File: config.mk
export PLATFORM = sky130hd
export DESIGN_NAME = adc_frame_deserializer
export DESIGN_NICKNAME = d
export VERILOG_FILES = /design/src/rtl/adc_frame_pkg.sv /design/src/rtl/sync_edge_detect.sv /design/src/rtl/adc_frame_deserializer.sv
export SDC_FILE = /design/constraint.sdc
export NUM_CORES = 1
export LEC_CHECK = 0
export ABC_AREA = 1
export CORE_AREA = 5 5 176 178
export DETAILED_ROUTE_END_ITERATION = 16
export DIE_AREA = 0 0 181 183
export PLACE_DENSITY_LB_ADDON = 0.12
export SLEW_MARGIN = 20
export SYNTH_ARGS = -nofsm -noshare
export SYNTH_HDL_FRONTEND = slang
export SYNTH_HIERARCHICAL = 1
export SYNTH_SLANG_ARGS = --single-unit
export TNS_END_PERCENT = 50
File: constraint.sdc
create_clock -name system_clock -period 1.4 [get_ports system_clock]
set_input_delay 0.35 -clock system_clock [delete_from_list [all_inputs] [get_ports system_clock]]
set_output_delay 0.35 -clock system_clock [all_outputs]
set_load 0.01 [all_outputs]
File: src/rtl/adc_frame_pkg.sv
// Shared types and constants for the ADS131A0x SPI frame decoder.
// The READY/UNLOCK codes are exported for blocks that interpret status_word.
package adc_frame_pkg;

  typedef enum logic [1:0] {
    WAIT_IDLE = 2'd0,
    IDLE      = 2'd1,
    ACTIVE    = 2'd2
  } state_t;

  localparam int SYNC_STAGES = 2;
  localparam int STATUS_BITS = 16;

  localparam logic [15:0] READY  = 16'hFF04;
  localparam logic [15:0] UNLOCK = 16'h0655;

endpackage

File: src/rtl/sync_edge_detect.sv
// Two-stage synchronizer for an asynchronous pin, plus registered one-cycle
// rise/fall pulses derived from the synchronized value and its previous sample.
module sync_edge_detect
  import adc_frame_pkg::*;
#(
  parameter logic RESET_VAL = 1'b0
) (
  input  logic clk,
  input  logic rst_n,
  input  logic din,
  output logic sync,
  output logic rise,
  output logic fall
);

  logic [SYNC_STAGES-1:0] sync_q, sync_d;
  logic                   prev_q, prev_d;
  logic                   rise_q, rise_d;
  logic                   fall_q, fall_d;

  always_comb begin
    sync_d = {sync_q[SYNC_STAGES-2:0], din};
    prev_d = sync_q[SYNC_STAGES-1];
    rise_d = sync_q[SYNC_STAGES-1] & ~prev_q;
    fall_d = ~sync_q[SYNC_STAGES-1] & prev_q;
  end

  always_ff @(posedge clk or negedge rst_n) begin
    if (!rst_n) begin
      sync_q <= {SYNC_STAGES{RESET_VAL}};
      prev_q <= RESET_VAL;
      rise_q <= 1'b0;
      fall_q <= 1'b0;
    end else begin
      sync_q <= sync_d;
      prev_q <= prev_d;
      rise_q <= rise_d;
      fall_q <= fall_d;
    end
  end

  assign sync = sync_q[SYNC_STAGES-1];
  assign rise = rise_q;
  assign fall = fall_q;

endmodule

File: src/rtl/adc_frame_deserializer.sv
// Passive decoder of ADS131A0x SPI frames: deserializes status + NUM_CH words
// per CS-low window and publishes sign-extended samples on a frame strobe.
module adc_frame_deserializer
  import adc_frame_pkg::*;
#(
  parameter int WORD_BITS  = 24,
  parameter int NUM_CH     = 4,
  parameter int DATA_BITS  = 24,
  parameter int COUNT_BITS = 16
) (
  input  logic                   system_clock,
  input  logic                   reset_n,
  input  logic                   spi_sclk,
  input  logic                   spi_cs,
  input  logic                   spi_miso,
  output logic [15:0]            status_word,
  output logic [NUM_CH*32-1:0]   ch_data,
  output logic                   frame_valid,
  output logic                   frame_error,
  output logic [COUNT_BITS-1:0]  frame_count,
  output logic                   busy
);

  localparam int BC_W = $clog2(WORD_BITS + 1);
  localparam int WC_W = $clog2(NUM_CH + 3);
  localparam logic [BC_W-1:0] BC_TOP  = BC_W'(WORD_BITS - 1);
  localparam logic [WC_W-1:0] WC_LAST = WC_W'(NUM_CH + 1);
  localparam logic [WC_W-1:0] WC_SAT  = WC_W'(NUM_CH + 2);

  logic cs_s, cs_rise, cs_fall;
  logic sclk_fall, sclk_sync_unused, sclk_rise_unused;
  logic miso_s, miso_rise_unused, miso_fall_unused;

  sync_edge_detect #(.RESET_VAL(1'b1)) u_cs_sync (
    .clk  (system_clock),
    .rst_n(reset_n),
    .din  (spi_cs),
    .sync (cs_s),
    .rise (cs_rise),
    .fall (cs_fall)
  );

  sync_edge_detect #(.RESET_VAL(1'b0)) u_sclk_sync (
    .clk  (system_clock),
    .rst_n(reset_n),
    .din  (spi_sclk),
    .sync (sclk_sync_unused),
    .rise (sclk_rise_unused),
    .fall (sclk_fall)
  );

  sync_edge_detect #(.RESET_VAL(1'b0)) u_miso_sync (
    .clk  (system_clock),
    .rst_n(reset_n),
    .din  (spi_miso),
    .sync (miso_s),
    .rise (miso_rise_unused),
    .fall (miso_fall_unused)
  );

  state_t                  state_q, state_d;
  logic [1:0]              wait_cnt_q, wait_cnt_d;
  logic [BC_W-1:0]         bit_cnt_q, bit_cnt_d;
  logic [WC_W-1:0]         word_cnt_q, word_cnt_d;
  logic [WORD_BITS-1:0]    shift_q, shift_d;
  logic [WORD_BITS-1:0]    stage_q [NUM_CH+1];
  logic [WORD_BITS-1:0]    stage_d [NUM_CH+1];
  logic [15:0]             status_q, status_d;
  logic [NUM_CH*32-1:0]    ch_q, ch_d;
  logic                    valid_q, valid_d;
  logic                    error_q, error_d;
  logic [COUNT_BITS-1:0]   count_q, count_d;

  logic [WORD_BITS-1:0]    shift_in;
  logic [15:0]             status_commit;
  logic [NUM_CH*32-1:0]    ch_commit;

  assign shift_in      = {shift_q[WORD_BITS-2:0], miso_s};
  assign status_commit = stage_q[0][WORD_BITS-1 -: STATUS_BITS];

  generate
    for (genvar gi = 0; gi < NUM_CH; gi++) begin : gen_ch
      assign ch_commit[gi*32 +: 32] = 32'($signed(stage_q[gi+1][WORD_BITS-1 -: DATA_BITS]));
    end
  endgenerate

  always_comb begin
    state_d    = state_q;
    wait_cnt_d = wait_cnt_q;
    bit_cnt_d  = bit_cnt_q;
    word_cnt_d = word_cnt_q;
    shift_d    = shift_q;
    stage_d    = stage_q;
    status_d   = status_q;
    ch_d       = ch_q;
    valid_d    = 1'b0;
    error_d    = 1'b0;
    count_d    = count_q;

    case (state_q)
      // The CS synchronizer holds its reset value for SYNC_STAGES cycles, so
      // CS must read high for one more cycle before it reflects the real pin.
      WAIT_IDLE: begin
        if (cs_s) begin
          if (wait_cnt_q == 2'(SYNC_STAGES)) state_d = IDLE;
          else wait_cnt_d = wait_cnt_q + 2'd1;
        end else begin
          wait_cnt_d = 2'd0;
        end
      end
      IDLE: begin
        if (cs_fall) begin
          bit_cnt_d  = '0;
          word_cnt_d = '0;
          shift_d    = '0;
          state_d    = ACTIVE;
        end
      end
      ACTIVE: begin
        // CS rise takes priority; a coincident SCLK fall is dropped.
        if (cs_rise) begin
          state_d = IDLE;
          if (word_cnt_q == WC_LAST && bit_cnt_q == '0) begin
            status_d = status_commit;
            ch_d     = ch_commit;
            valid_d  = 1'b1;
            count_d  = count_q + COUNT_BITS'(1);
          end else begin
            error_d = 1'b1;
          end
        end else if (sclk_fall) begin
          shift_d = shift_in;
          if (bit_cnt_q == BC_TOP) begin
            bit_cnt_d = '0;
            for (int i = 0; i <= NUM_CH; i++) begin
              if (word_cnt_q == WC_W'(i)) stage_d[i] = shift_in;
            end
            if (word_cnt_q != WC_SAT) word_cnt_d = word_cnt_q + WC_W'(1);
          end else begin
            bit_cnt_d = bit_cnt_q + BC_W'(1);
          end
        end
      end
      default: state_d = WAIT_IDLE;
    endcase
  end

  always_ff @(posedge system_clock or negedge reset_n) begin
    if (!reset_n) begin
      state_q    <= WAIT_IDLE;
      wait_cnt_q <= 2'd0;
      bit_cnt_q  <= '0;
      word_cnt_q <= '0;
      shift_q    <= '0;
      for (int i = 0; i <= NUM_CH; i++) stage_q[i] <= '0;
      status_q   <= '0;
      ch_q       <= '0;
      valid_q    <= 1'b0;
      error_q    <= 1'b0;
      count_q    <= '0;
    end else begin
      state_q    <= state_d;
      wait_cnt_q <= wait_cnt_d;
      bit_cnt_q  <= bit_cnt_d;
      word_cnt_q <= word_cnt_d;
      shift_q    <= shift_d;
      stage_q    <= stage_d;
      status_q   <= status_d;
      ch_q       <= ch_d;
      valid_q    <= valid_d;
      error_q    <= error_d;
      count_q    <= count_d;
    end
  end

  assign status_word = status_q;
  assign ch_data     = ch_q;
  assign frame_valid = valid_q;
  assign frame_error = error_q;
  assign frame_count = count_q;
  assign busy        = (state_q == ACTIVE);

endmodule

==> impl_metrics.yaml, run 1 <==
worst_hold_path:
  hold_path_end: "u_cs_sync/sync_q[0]$_DFF_PN1_"
  min_from: "spi_cs"
  hold_class: "primary input to flop"
  worstHoldPathCells: 1
layout:
  multi_input_area_um2: 4440
  final_area_um2: 16900
  n_fill_cell: 2549
  layout.nets: 1506
  final_util: 0.577
  register_area_um2: 7220
  syn_to_final_growth_pct: 48.2
  drive_above_1_share: 0.433
  n_antenna_cell: 0
synth:
  syn_area_um2: 11400
  synth_warnings: 6
  syn_area_per_cell_um2: 9.49
  synth_fp_nets: 1214
  synthCells: 1200
die:
  ios: 168
  die_area_um2: 33100
  initial_utilization: 0.389
  die_width_um: 181
  num_rows: 63
  core_area_um2: 29200
  die_y_um: 183
global_route:
  grt_pass1_vias: 8906
  grt_usage: 0.174
  grt_max_degree: 66
  overflow: 0
  antenna_found_initial: 0
  grt_pass1_wl_um: 47600
critical_path:
  path_delay_family: "buffers and inverters"
  cp.required_ns: 1.89
  critPathKind: "flop to flop"
  crit_path_max_fanout: 7
  cp_num_buf_inv: 5
  reg2reg_slack_ns: -0.29
  max_stage_delay_ns: 0.39
  crit_chain: "inv_2 -> ha_4 -> inv_2 -> nor2_4 -> nand3_4 -> nor2_4 -> buf_12 -> buf_12 -> clkbuf_16 -> nand2_1 -> nand2_1"
  cp.arrival_ns: 2.18
  crit_slowest_cell: "dfrtp_1"
  worstReg2RegEnd: "ch_data[78]$_DFFE_PN0P_"
  crit_start: "bit_cnt_q[0]$_DFFE_PN0P_"
  reg2reg_depth: 11
  start_kind: "flop"
  r2r-start: "bit_cnt_q[0]$_DFFE_PN0P_"
  crit_path_end_kind: "flop"
sta:
  post-route-min-period_ns: 1.69
  fin_skew_ns: 0.00904
  slew_headroom: 0.661
  worstMarginPinSlew_ns: 0.508
  fmax_mhz: 592
  rsz0062_at_grt: "yes"
  fin_hold_ws_ns: 0.213
  fin_tns_setup_ns: -62.17
  setup_viol: 401
  fin_crit_sh: 1.21
  final-hold-violation-count: 0
  slew_violations: 0
  setup_ws_ns: -0.290
detailed_routing:
  finalWirelength_um: 33800
  drt_iter0_markers: 549
  drc: 0
  wl_per_cell_um: 17.7
  ant_nets: 0
  drtPass1Iterations: 4
  dr_total_vias: 9172
  vias_per_cell: 4.81
pwr:
  clkPwrFrac: 0.470
  power_per_cell_area_nw_per_um2: 1080
  p_sw_w: 0.00417
  p_leak_nw: 8.98
  p_comb_frac: 0.064
  power.internal_w: 0.0141
  max-vdd-ir-drop_mv: 0.983
  power_w: 0.0183
  sequentialPowerShare: 0.466
  switching_share: 0.228
clock_network:
  htreeDepth: 1
  clkLatencyLatePin_ns: 0.55
  cts_tree: "built"
  root_buffer: "clkbuf_16"
  cts_buffer_depth: 3
  clk_pin_slew_ns: 0.06
  clock_sinks: 288
  numCtsBuffers: 31
placed_design:
  gp_congestion: 0.776
  dp_hpwl_um: 18300
  post_dp_cell_area_um2: 13800
  io_buffers: 167
outcome:
  violations: "setup timing"
  status: "finished with violations"
flow_run:
  maxCapViolCount: 0
## state kept, by name, summed over array words and instances (netlist names)
name / count
ch_commit: 96
ch_data: 96
shift_q: 23
frame_count: 16
stage_q: 16
status_word: 16
bit_cnt_q: 5
word_cnt_q: 3
state_q: 2
u_cs_sync/sync_q: 2
u_miso_sync/sync_q: 2
u_sclk_sync/sync_q: 2
wait_cnt_q: 2
frame_error: 1
frame_valid: 1
u_cs_sync/fall: 1
u_cs_sync/prev_q: 1
u_cs_sync/rise: 1
u_sclk_sync/fall: 1
u_sclk_sync/prev_q: 1
## layout make-up
class / count / area share
clock inverter: 18 / 0.0130
timing repair buffer: 347 / 0.201
multi-input combinational: 754 / 0.263
inverter: 70 / 0.0157
clock buffer: 39 / 0.0507
sequential: 288 / 0.428
tap: 390 / 0.0289
## worst max-delay path by stage
stage / end / cells after the start
after detailed placement: ch_data[66]$_DFFE_PN0P_ / 10
after global placement: ch_data[101]$_DFFE_PN0P_ / 10
after global routing: frame_count[7]$_DFFE_PN0P_ / 10
final: ch_data[78]$_DFFE_PN0P_ / 11
after floorplan: frame_count[12]$_DFFE_PN0P_ / 10
after CTS: ch_data[57] / 3
## layout by cell type, fill, tap and decap left out, types with 4 or more instances in the layout
| cell type | count |
|---|---|
| o22ai_1 | 23 |
| nand2_2 | 82 |
| clkinv_2 | 11 |
| o21ai_0 | 10 |
| o21ai_1 | 54 |
| buf_2 | 128 |
| inv_2 | 9 |
| nand2_8 | 6 |
| clkbuf_16 | 56 |
| nand2_1 | 366 |
| bufinv_16 | 5 |
| clkbuf_8 | 5 |
| o21ai_2 | 61 |
| nor2_4 | 6 |
| nand4_1 | 11 |
| buf_6 | 57 |
| nand2_4 | 74 |
| nand3_1 | 15 |
| dfrtp_1 | 279 |
| buf_16 | 4 |
| buf_12 | 26 |
| nor2_1 | 19 |
| nand3b_1 | 5 |
| dfrtp_2 | 6 |
| inv_1 | 60 |
| ha_1 | 5 |
| buf_4 | 100 |
## per-stage QoR
stage / setup WS [ns] / instances
finish: -0.290 / 1906
global route: -0.343 / 1906
CTS: -0.270 / 1865
detailed placement: -0.362 / 1739
global placement: -0.304 / 1739
floorplan: -0.0789 / 1200
## routing by layer
layer / vias up / routed length [µm] / GRT usage
li1: 4350 / - / -
met4: 0 / 817 / 0.0426
met1: 4561 / 14900 / 0.229
met3: 56 / 1520 / 0.0246
met5: - / 0 / 0
met2: 205 / 16600 / 0.307
## power by group through the flow
stage | registers [W] | clock network (W) | logic (W)
3_3_place_gp | 0.00866 | 0 | 0.000967
4_1_cts | 0.00852 | 0.00876 | 0.00105
3_5_place_dp | 0.00867 | 0 | 0.000974
6_report | 0.00853 | 0.00859 | 0.00116
5_1_grt | 0.00853 | 0.00914 | 0.00130
2_1_floorplan | 0.00867 | 0 | 0.000426
## what timing repair did
item | 4_1_cts | 5_1_grt
hold endpoints to repair | 194 | 0
pin swaps | 13 | 51
setup endpoints to repair | 407 | 434
buffers inserted | 64 | 6
gates cloned | 4 | 35
resized for setup | 734 | 332
hold buffers | 1 | 0
Power figures use the tool's default switching activity.
==> inputs of run 2 (changes only) <==
CORE_AREA = 5 5 202 155   (was 5 5 176 178)
DIE_AREA = 0 0 207 160   (was 0 0 181 183)
==> run 2 against run 1 <==
Effect of this change:
- the run still ends with setup timing left
- final area fell by 3.1%
- sequential power barely moved
- maximum frequency rose by 0.36%
- clock skew rose by 0.016 ns
- critical path type unchanged
==> impl_metrics.yaml, run 2 (synthesis results as in run 1) <==
outcome:
  status: "finished with violations"
  violations: "setup timing"
critical_path:
  worstReg2RegEnd: "ch_commit[102]$_DFFE_PN0P_"
  crit_path_end_kind: "flop"
  max_stage_delay_ns: 0.36
  crit_chain: "buf_4 -> ha_4 -> nand2_1 -> inv_2 -> nand2_2 -> nor2_4 -> buf_12 -> nand2_8 -> buf_12 -> nand2_1 -> o21ai_0"
  reg2reg_depth: 11
  start_kind: "flop"
  reg2reg_slack_ns: -0.28
  r2r-start: "bit_cnt_q[0]$_DFFE_PN0P_"
  critPathKind: "flop to flop"
  crit_path_max_fanout: 16
  cp_num_buf_inv: 4
  cp.arrival_ns: 2.11
  path_delay_family: "buffers and inverters"
  crit_slowest_cell: "dfrtp_1"
  cp.required_ns: 1.83
placed_design:
  io_buffers: 167
  gp_congestion: 0.761
  dp_hpwl_um: 19400
  dp_slack_ns: -0.316
  dp_cells: 1745
pwr:
  power_w: 0.0175
  p_comb_frac: 0.069
  power.internal_w: 0.0133
  max-vdd-ir-drop_mv: 0.933
  clkPwrFrac: 0.443
  p_sw_w: 0.00414
  switching_share: 0.237
  power_per_cell_area_nw_per_um2: 1070
  p_leak_nw: 8.80
  sequentialPowerShare: 0.488
clock_network:
  cts_tree: "built"
  cts_buffer_depth: 3
  numCtsBuffers: 30
  clock_sinks: 288
  htreeDepth: 1
  root_buffer: "clkbuf_16"
  clkLatencyLatePin_ns: 0.57
  clk_pin_slew_ns: 0.07
global_route:
  grt_max_degree: 59
  grt_pass1_vias: 8857
  antenna_found_initial: 0
  grt_usage: 0.192
  overflow: 0
  grt_pass1_wl_um: 51600
die:
  num_rows: 54
  die_area_um2: 33100
  die_y_um: 160
  ios: 168
  core_area_um2: 28900
  initial_utilization: 0.394
  die_width_um: 207
sta:
  fin_crit_sh: 1.20
  rsz0062_at_grt: "yes"
  fin_hold_ws_ns: 0.214
  final-hold-violation-count: 0
  slew_headroom: 0.652
  fin_skew_ns: 0.0253
  setup_viol: 408
  fmax_mhz: 594
  post-route-min-period_ns: 1.68
  worstMarginPinSlew_ns: 0.521
  slew_violations: 0
  setup_ws_ns: -0.284
layout:
  syn_to_final_growth_pct: 43.6
  layout.nets: 1513
  final_common_cell: "nand2_1"
  n_fill_cell: 2590
  multi_input_area_um2: 3710
  final_cell_mix: "nand2_1, dfrtp_1, buf_2"
  drive_above_1_share: 0.339
  register_area_um2: 7220
  n_antenna_cell: 0
  final-instance-count-excl-fill: 1913
worst_hold_path:
  hold_class: "primary input to flop"
  worstHoldPathCells: 1
  min_from: "spi_cs"
  hold_path_end: "u_cs_sync/sync_q[0]$_DFF_PN1_"
detailed_routing:
  dr_total_vias: 9270
  finalWirelength_um: 36200
  drtPass1Iterations: 5
  vias_per_cell: 4.85
  ant_nets: 0
  drt_iter0_markers: 510
  drc: 0
  wl_per_cell_um: 18.9
flow_run:
  maxCapViolCount: 0
[run 2: worst max path at each step]
stage	startpoint	endpoint	slack, ns	cells after the start
3_3_place_gp	word_cnt_q[1]$_DFFE_PN0P_	ch_data[71]$_DFFE_PN0P_	-0.23	10
4_1_cts	state_q[0]$_DFFE_PN0P_	busy	-0.21	2
3_5_place_dp	bit_cnt_q[1]$_DFFE_PN0P_	ch_data[75]$_DFFE_PN0P_	-0.32	10
6_report	bit_cnt_q[0]$_DFFE_PN0P_	ch_commit[102]$_DFFE_PN0P_	-0.28	11
2_1_floorplan	bit_cnt_q[0]$_DFFE_PN0P_	frame_count[12]$_DFFE_PN0P_	-0.08	10
5_1_grt	bit_cnt_q[0]$_DFFE_PN0P_	ch_commit[6]$_DFFE_PN0P_	-0.38	11
[run 2: through the flow]
stage | utilization | setup TNS [ns] | cell area [µm²]
6_report | 0.565 | -63.65 | 16400
5_1_grt | 0.565 | -95.26 | 16400
4_1_cts | 0.532 | -54.41 | 15400
3_5_place_dp | 0.478 | -42.76 | 13800
3_3_place_gp | 0.478 | -36.21 | 13800
2_1_floorplan | - | -8.05 | 11400
[run 2: final cells by class]
type	instances	share of cell area
Sequential cell	288	0.441
Multi-Input combinational cell	754	0.227
Inverter	70	0.0161
Tap cell	392	0.0300
Clock inverter	9	0.00367
Timing Repair Buffer	355	0.227
Clock buffer	45	0.0549
[run 2: repair_timing]
action,in CTS,in global routing
hold buffers,1,0
hold endpoints to repair,119,0
gates cloned,12,30
endpoints found under the setup margin,409,436
resized for setup,773,108
pin swaps,11,35
setup buffers,73,3
[run 2: power groups by stage]
stage	Sequential [W]	Combinational (W)	Clock, W
final	0.00853	0.00120	0.00775
after global routing	0.00854	0.00133	0.00827
after CTS	0.00852	0.00116	0.00787
after detailed placement	0.00867	0.000981	0
after global placement	0.00866	0.000964	0
after floorplan	0.00867	0.000426	0
[run 2: worst register-to-register path: stages (launching register included)]
cell     delay (ns)
dfrtp_1        0.36
buf_4          0.13
ha_4           0.12
nand2_1        0.07
inv_2          0.08
nand2_2        0.07
nor2_4         0.14
buf_12         0.17
nand2_8        0.09
buf_12         0.16
nand2_1        0.07
o21ai_0        0.10
[run 2: metal layers]
metal	vias to the layer above	track usage	routed length [µm]
li1	4377	-	-
met1	4603	0.282	16900
met2	250	0.306	16700
met3	40	0.0329	2090
met4	0	0.0333	488
met5	-	0	0
